### src/rtl/keypad_pkg.sv
// Shared types and helpers for the 4x4 keypad scanner and its debouncer.
package keypad_pkg;

  localparam int NROW = 4;
  localparam int NCOL = 4;

  typedef enum logic [1:0] {IDLE, PRESS, HELD, RELEASE} deb_state_t;

  typedef enum logic [1:0] {NONE, SINGLE, MULTI} frame_res_t;

  // Number of asserted bits in one row's column sample (0..4).
  function automatic logic [2:0] count_pressed(input logic [NCOL-1:0] p);
    logic [2:0] n;
    n = '0;
    for (int i = 0; i < NCOL; i++) begin
      n = n + {2'b00, p[i]};
    end
    return n;
  endfunction

  // Index of the lowest asserted bit; 0 when nothing is asserted.
  function automatic logic [1:0] low_index(input logic [NCOL-1:0] p);
    logic [1:0] idx;
    idx = '0;
    for (int i = NCOL - 1; i >= 0; i--) begin
      if (p[i]) idx = 2'(i);
    end
    return idx;
  endfunction

endpackage

### src/rtl/keypad_deb.sv
// Frame-level debouncer: accepts a key after DEB_CNT identical single frames
// and re-arms only after DEB_CNT consecutive empty frames.
module keypad_deb
  import keypad_pkg::*;
#(
  parameter int DEB_CNT = 3
) (
  input  logic       clk,
  input  logic       rst,
  input  logic       frame_done,
  input  frame_res_t result,
  input  logic [3:0] code,
  output logic       accept,
  output logic [3:0] acc_code
);

  localparam logic [3:0] DEB = 4'(DEB_CNT);

  deb_state_t state, state_n;
  logic [3:0] cand, cand_n;
  logic [3:0] cnt, cnt_n;
  logic [3:0] cnt_inc;

  assign cnt_inc = cnt + 4'd1;

  // State, candidate and run-length registers.
  always_ff @(posedge clk) begin
    if (!rst) begin
      state <= IDLE;
      cand  <= '0;
      cnt   <= '0;
    end else begin
      state <= state_n;
      cand  <= cand_n;
      cnt   <= cnt_n;
    end
  end

  // Next state and accept strobe; only frame_done cycles can change anything.
  always_comb begin
    state_n  = state;
    cand_n   = cand;
    cnt_n    = cnt;
    accept   = 1'b0;
    acc_code = cand;
    if (frame_done) begin
      unique case (state)
        IDLE: begin
          if (result == SINGLE) begin
            cand_n = code;
            cnt_n  = 4'd1;
            if (DEB == 4'd1) begin
              accept   = 1'b1;
              acc_code = code;
              state_n  = HELD;
            end else begin
              state_n = PRESS;
            end
          end
        end
        PRESS: begin
          if (result == SINGLE && code == cand) begin
            cnt_n = cnt_inc;
            if (cnt_inc == DEB) begin
              accept  = 1'b1;
              state_n = HELD;
            end
          end else begin
            cnt_n   = '0;
            state_n = IDLE;
          end
        end
        HELD: begin
          // A held key never repeats; a multi frame does not count as release.
          if (result == NONE) begin
            cnt_n   = 4'd1;
            state_n = (DEB == 4'd1) ? IDLE : RELEASE;
          end
        end
        RELEASE: begin
          if (result == NONE) begin
            cnt_n = cnt_inc;
            if (cnt_inc == DEB) state_n = IDLE;
          end else begin
            state_n = HELD;
          end
        end
        default: state_n = IDLE;
      endcase
    end
  end

endmodule

### src/rtl/keypad_scan.sv
// 4x4 hex keypad scanner: drives rows, samples synchronized columns, builds a
// per-frame result, debounces it and shifts accepted digits into value.
module keypad_scan
  import keypad_pkg::*;
#(
  parameter int SCAN_DIV = 50000,
  parameter int DEB_CNT  = 3
) (
  input  logic            clk,
  input  logic            rst,
  input  logic [NCOL-1:0] col,
  output logic [NROW-1:0] row,
  output logic            key_valid,
  output logic [3:0]      key_code,
  output logic [31:0]     value
);

  localparam int DIV_W = (SCAN_DIV > 1) ? $clog2(SCAN_DIV) : 1;

  logic [NCOL-1:0] col_meta, col_s;
  logic [DIV_W-1:0] dwell;
  logic [1:0]       ridx;
  logic             sample;
  logic [NCOL-1:0]  pressed;
  logic [2:0]       npress;
  logic [1:0]       cidx;
  logic [1:0]       hits, hits_n;
  logic [3:0]       fcode, fcode_n;
  frame_res_t       result, result_n;
  logic [3:0]       res_code;
  logic             frame_done;
  logic             accept;
  logic [3:0]       acc_code;

  assign row     = ~(4'b0001 << ridx);
  assign sample  = (dwell == DIV_W'(SCAN_DIV - 1));
  assign pressed = ~col_s;
  assign npress  = count_pressed(pressed);
  assign cidx    = low_index(pressed);

  // Two-flop synchronizer for the asynchronous column inputs.
  always_ff @(posedge clk) begin
    col_meta <= col;
    col_s    <= col_meta;
  end

  // Fold the current row's sample into the frame accumulator (hits saturates at 2 = multi).
  always_comb begin
    hits_n  = hits;
    fcode_n = fcode;
    if (npress >= 3'd2) begin
      hits_n = 2'd2;
    end else if (npress == 3'd1) begin
      if (hits == 2'd0) begin
        hits_n  = 2'd1;
        fcode_n = {ridx, cidx};
      end else begin
        hits_n = 2'd2;
      end
    end
    unique case (hits_n)
      2'd0:    result_n = NONE;
      2'd1:    result_n = SINGLE;
      default: result_n = MULTI;
    endcase
  end

  // Dwell counter, row index, frame accumulator and end-of-frame strobe.
  always_ff @(posedge clk) begin
    if (!rst) begin
      dwell      <= '0;
      ridx       <= '0;
      hits       <= '0;
      frame_done <= 1'b0;
    end else begin
      frame_done <= 1'b0;
      if (sample) begin
        dwell <= '0;
        ridx  <= ridx + 2'd1;
        if (ridx == 2'd3) begin
          frame_done <= 1'b1;
          hits       <= '0;
        end else begin
          hits <= hits_n;
        end
      end else begin
        dwell <= dwell + DIV_W'(1);
      end
    end
  end

  // Frame payload: first-seen code mid-frame, final result at the row-3 sample.
  always_ff @(posedge clk) begin
    if (sample) fcode <= fcode_n;
    if (sample && ridx == 2'd3) begin
      result   <= result_n;
      res_code <= fcode_n;
    end
  end

  keypad_deb #(.DEB_CNT(DEB_CNT)) u_deb (
    .clk        (clk),
    .rst        (rst),
    .frame_done (frame_done),
    .result     (result),
    .code       (res_code),
    .accept     (accept),
    .acc_code   (acc_code)
  );

  // Register the accept: one-cycle pulse, held code, digit shifted in at the bottom.
  always_ff @(posedge clk) begin
    if (!rst) begin
      key_valid <= 1'b0;
      key_code  <= '0;
      value     <= '0;
    end else begin
      key_valid <= accept;
      if (accept) begin
        key_code <= acc_code;
        value    <= {value[27:0], acc_code};
      end
    end
  end

endmodule
### config.mk
export PLATFORM = sky130hd
export DESIGN_NAME = keypad_scan
export DESIGN_NICKNAME = d
export VERILOG_FILES = /design/src/rtl/keypad_pkg.sv /design/src/rtl/keypad_deb.sv /design/src/rtl/keypad_scan.sv
export SDC_FILE = /design/constraint.sdc
export NUM_CORES = 1
export LEC_CHECK = 0
export BUFFER_PORTS_ARGS = -buffer_cell sky130_fd_sc_hd__buf_2
export CORE_UTILIZATION = 45
export CTS_BUF_LIST = sky130_fd_sc_hd__clkbuf_4 sky130_fd_sc_hd__clkbuf_8
export CTS_CLUSTER_DIAMETER = 30
export CTS_CLUSTER_SIZE = 24
export DETAILED_ROUTE_END_ITERATION = 12
export MAX_ROUTING_LAYER = met4
export PLACE_DENSITY = 0.78
export SYNTH_ARGS = -nofsm -noshare
export SYNTH_HDL_FRONTEND = slang
export SYNTH_SLANG_ARGS = --single-unit
export TNS_END_PERCENT = 20
### constraint.sdc
create_clock -name clk -period 2.7 [get_ports clk]
set_clock_uncertainty 0.2 [all_clocks]
set_input_delay 0.135 -clock clk [delete_from_list [all_inputs] [get_ports clk]]
set_output_delay 0.135 -clock clk [all_outputs]
set_load 0.03 [all_outputs]
; Word-level counts from Yosys, hierarchy flattened
; Index checks and enable logic that the tools add are counted.
[totals]
out_inout_bits = 41
regBits = 86
[op_classes]
n_reduce_logical = 11
magnitude_cmp = 1
bitwise = 3
add_sub_neg = 6
shifts = 1
eq_ne = 15
mux = 29
[op_table]
columns = operator, n
row1 = two-way mux 2 bit, 14
row2 = two-way mux 4 bit, 7
row3 = adder 16 x 1 -> 16 bit (second input constant), 1
row4 = equality test 16 bit (second input constant), 1
row5 = one-hot mux 4 bit (4 select lines), 1
row6 = logical NOT 2 bit, 4
row7 = inverter 4 bit, 2
row8 = one-hot mux 2 bit (4 select lines), 1
row9 = equality test 2 x 1 -> 1 bit (second input constant), 3
row10 = equality test 2 bit (second input constant), 3
row11 = inequality test 2 x 1 -> 1 bit (second input constant), 3
row12 = two-way mux 1 bit, 5
row13 = AND reduction 5 bit, 1
row14 = adder 4 x 1 -> 4 bit (second input constant), 1
row15 = equality test 4 x 2 -> 1 bit (second input constant), 1
row16 = equality test 4 bit, 1
row17 = one-hot mux 2 bit (2 select lines), 1
row18 = AND reduction 4 bit, 1
row19 = << shifter 1 x 2 -> 4 bit (first input constant), 1
row20 = adder 2 x 1 -> 3 bit, 1
row21 = adder 3 x 1 -> 3 bit, 1
row22 = equality test 3 x 1 -> 1 bit (second input constant), 1
row23 = greater-or-equal comparator 3 x 2 -> 1 bit (second input constant), 1
row24 = inequality test 3 x 2 -> 1 bit (second input constant), 1
row25 = 8 further kinds, 9

; Logic depth before layout (Yosys ltp)
[logic_depth]
word_depth = 9
ltp_mapped = 10
depth_no_buf = 9

; By module
; A second synthesis with hierarchy kept.
[hier_totals]
cells_unflattened = 346
area_unflattened_um2 = 3622.2
[modules_own_cells]
columns = module, cells_per_inst, instances, area_each_um2
row1 = keypad_scan, 273, 1, 2952.8
row2 = keypad_deb, 73, 1, 669.4

; Worst setup path after synthesis
; OpenSTA, ideal clock, no wires.
[synth_timing]
kind = flip-flop to flip-flop
from = reg col_s[0]
to = reg fcode[0] (data pin)
n_path_buf = 1
path_stages_with_launch = 10
arrival_time_ps = 2179
synth_period_minus_slack_ps = 2652
required_ps = 2226
slack_ps = 48
setup_ps = 274
cell_sequence = dfxtp_1 fa_1 inv_1 ha_1 inv_1 ha_1 or4_1 clkbuf_1 nand2_1 o21ai_0
[synth_between]
elab_chain_cells = 7
[synth_rtl]
columns = item, line
row1 = "start, declared", keypad_scan.sv:20  ; logic [NCOL-1:0] col_meta, col_s;
row2 = "start signal, assigned", keypad_scan.sv:44  ; col_s <= col_meta;
row3 = inverter 4 bit (*), keypad_scan.sv:37  ; assign pressed = ~col_s;
row4 = "parallel branches: the longest is 5 deep, another holds adder 2 x 1 -> 3 bit", --
row5 = two-way mux 4 bit (*), keypad_scan.sv:51  ; if (npress >= 3'd2) begin
row6 = via fcode_n[0], keypad_scan.sv:28  ; logic [3:0] fcode, fcode_n;
row7 = "end signal, assigned", keypad_scan.sv:94  ; if (sample) fcode <= fcode_n;
row8 = "end, declared", keypad_scan.sv:28
; Mark *: on every way through the listed nets, which the timed path passes.
; A chain may end at the register's enable or synchronous reset.

; Final worst setup path
[layout_timing]
from = reg col_s[0]
to = reg res_code[0] (data pin)
[layout_between]
elab_chain_cells = 7
[layout_rtl]
columns = item, line
row1 = inverter 4 bit (*), keypad_scan.sv:37
row2 = "parallel branches: the longest is 5 deep, another holds adder 2 x 1 -> 3 bit", --
row3 = two-way mux 4 bit (*), keypad_scan.sv:51
row4 = via fcode_n[0], keypad_scan.sv:28
row5 = "end signal, assigned", keypad_scan.sv:97  ; res_code <= fcode_n;
row6 = "end, declared", keypad_scan.sv:30  ; logic [3:0] res_code;
; Marked as above.

==> results.sh <==
export IMPL_postCtsSetupBuffers=0
export IMPL_timing_hold_worst_class="in -> reg"
export IMPL_start_util_pct=46.4
export IMPL_ant_nets=0
export IMPL_synth_distinct_cells=55
export IMPL_fin_cells=507
export IMPL_first_iter_violations=198
export IMPL_cts_buffers=9
export IMPL_final_setup_viol_count=0
export IMPL_crit_top_cell="ha_2"
export IMPL_cts_path_max_buffers=2
export IMPL_dp_cells=487
export IMPL_final_common_cell="dfxtp_1"
export IMPL_crit_path_end_kind="register"
export IMPL_syn_inst=357
export IMPL_min_period_ns=2.61
export IMPL_fin_setup_tns_ns=0
export IMPL_tightest_slew_ns=0.517
export IMPL_synth_net_count=374
export IMPL_die_h_um=91.1
export IMPL_coreArea_mm2=0.00769
export IMPL_max_freq_mhz=383
export IMPL_path_clk_slew_ns=0.09
export IMPL_vias=2572
export IMPL_first_pass_iters=4
export IMPL_floorplan_die_area_mm2=0.00829
export IMPL_track_usage_pct=16.8
export IMPL_cap_violations=0
export IMPL_min_period_over_period_pct=96.8
export IMPL_status="completed"
export IMPL_cp_start_kind="register"
export IMPL_critPathKind="reg -> reg"
export IMPL_synth_seq_area_share_pct=48.8
export IMPL_antenna_found_initial=0
export IMPL_drcViolationCount=0
export IMPL_port_buffers=46
export IMPL_io_pins=47
export IMPL_routed_wl_um=6370
export IMPL_crit_required_ns=2.58
export IMPL_via_per_inst=5.07
export IMPL_max_vdd_ir_drop_uv=505
export IMPL_slew_headroom_pct=65.4
export IMPL_layout_drive_gt1_share_pct=20.5
export IMPL_crit_arrival_ns=2.49
export IMPL_grt_max_degree=35
export IMPL_synth_edf_count=10
export IMPL_power_density_mw_per_mm2=533
export IMPL_hold_viol=0
export IMPL_crit_chain="fa_1, inv_1, ha_2, ha_2, nand2b_4, or4_4, nand2_1, o21ai_0"
export IMPL_antenna_cells=0
export IMPL_leakagePower_nw=1.64
export IMPL_grt_overflow=0
export IMPL_grt_pass1_wl_um=10900
export IMPL_critPathBufInv=1
export IMPL_slew_viol_final=0
export IMPL_clock_latency_ns=0.34
export IMPL_root_buffer="clkbuf_8"
export IMPL_syn_to_final_growth_pct=14.5
export IMPL_nNetsFinal=417
export IMPL_place_gp_congestion=0.862
export IMPL_cp_slowest_cell="or4_4"
export IMPL_worstPathMaxFanout=8
export IMPL_hpwl_um=4410
export IMPL_ys_warn_count=0
export IMPL_fillers=685
export IMPL_wl_per_cell_um=12.6
export IMPL_first_global_vias=2449
export IMPL_rows=32
export IMPL_ys_async_sr_fraction_pct=0
export IMPL_most_common_layout_cells="71 x dfxtp_1, 53 x nand2_1, 46 x buf_2, 40 x mux2i_1, 25 x nor2_1"
export IMPL_cpPeakStageDelay_ns=0.58
export IMPL_synth_cell_area_mm2=0.00357
export IMPL_synth_area_per_cell_um2=10.0
export IMPL_ys_ff_latch=82
export IMPL_synth_main_ff_cell="dfxtp_1"
export IMPL_cts_num_sinks=82
export IMPL_die_width_um=91.1
export IMPL_cts_tree="done"
export IMPL_htree_levels=3
export IMPL_cp_top_family="adder cells"
sequential cells by signal, summed over array words and instances, names as in the netlist:
signal and count:
dwell 16, key_code 3, u_deb.state 2, u_deb.acc_code 4, col_meta 4, frame_done 1
hits 2, ridx 2, u_deb.cnt 4, value 29, fcode 4, key_valid 1
result 2, col_s 4, res_code 4
logic make-up (layout without fill, tap and decap cells):
kind of cell	Yosys count	after routing	synth area share (%)
flops	82	82	48.8
xor+xnor	17	17	4.17
buf+inv	39	87	6.17
mux	40	40	11.2
simple gates	128	128	17.7
compound gates	40	40	7.92
fa+ha+maj	11	11	4.07
synthesized netlist by cell type, types with 6 or more instances:
master	count	area share [%]
a21oi_1	6	0.84
clkbuf_1	10	1.1
dfxtp_1	72	40
edfxtp_1	10	8.4
ha_1	10	3.5
inv_1	15	1.6
mux2i_1	40	11
nand2_1	55	5.8
nand3_1	8	1.1
nor2_1	25	2.6
o21ai_0	9	1.3
xor2_1	14	3.4
where the power goes:
part	total [mW]	internal, mW	switching (mW)
sequential	1.25	1.24	0.00668
clock	0.817	0.350	0.467
combinational	0.114	0.0526	0.0615
total	2.18	1.64	0.535
per-layer routing:
metal	wire, um	global-route usage [%]	share of wire, %
met5	0	-	0
met4	57	6.35	0.89
met3	294	4.02	4.6
met2	3010	27.9	47
met1	3010	19.6	47
timing repair:
item	in CTS	in global routing
endpoints found under the hold margin	4	0
pin swaps	0	5
gates resized for setup	1	14
setup endpoints to repair	5	9
hold buffers	4	0
cell type report:
class / count / area [um2] / area share [%]
Clock buffer: 9 / 124 / 3.03
Multi-Input combinational cell: 236 / 1650 / 40.2
Inverter: 15 / 56.3 / 1.38
Tap cell: 102 / 128 / 3.12
Sequential cell: 82 / 1750 / 42.7
Clock inverter: 7 / 58.8 / 1.44
Timing Repair Buffer: 56 / 332 / 8.11
path summary, 6_finish.rpt:
path | from | endpoint | slack, ns | cells past startpoint
worst max-delay path | col_s[0] | res_code[0] | 0.09 | 8
worst min register to register | col_meta[0] | col_s[0] | 0.13 | 0
worst max register to register | col_s[0] | res_code[0] | 0.09 | 8
worst min-delay path | rst | value[31] | 0.04 | 3
worst min-delay path: stages:
cell	delay (ns)
buf_2	0.23
nand2_1	0.11
mux2i_1	0.05
per-stage QoR:
step	power, mW	cell area [um2]	hold slack (ns)	setup slack (ns)	util (%)
3_3_place_gp	1.36	3820	0.0376	0.0624	49.7
5_1_grt	2.27	4090	0.0343	-0.00957	53.2
4_1_cts	2.20	4050	0.0190	0.0278	52.7
6_report	2.18	4090	0.0373	0.0858	53.2
2_1_floorplan	1.34	3570	-0.0373	0.0476	-
3_5_place_dp	1.37	3820	0.0390	-0.0269	49.7
(Power assumes the default switching activity.)
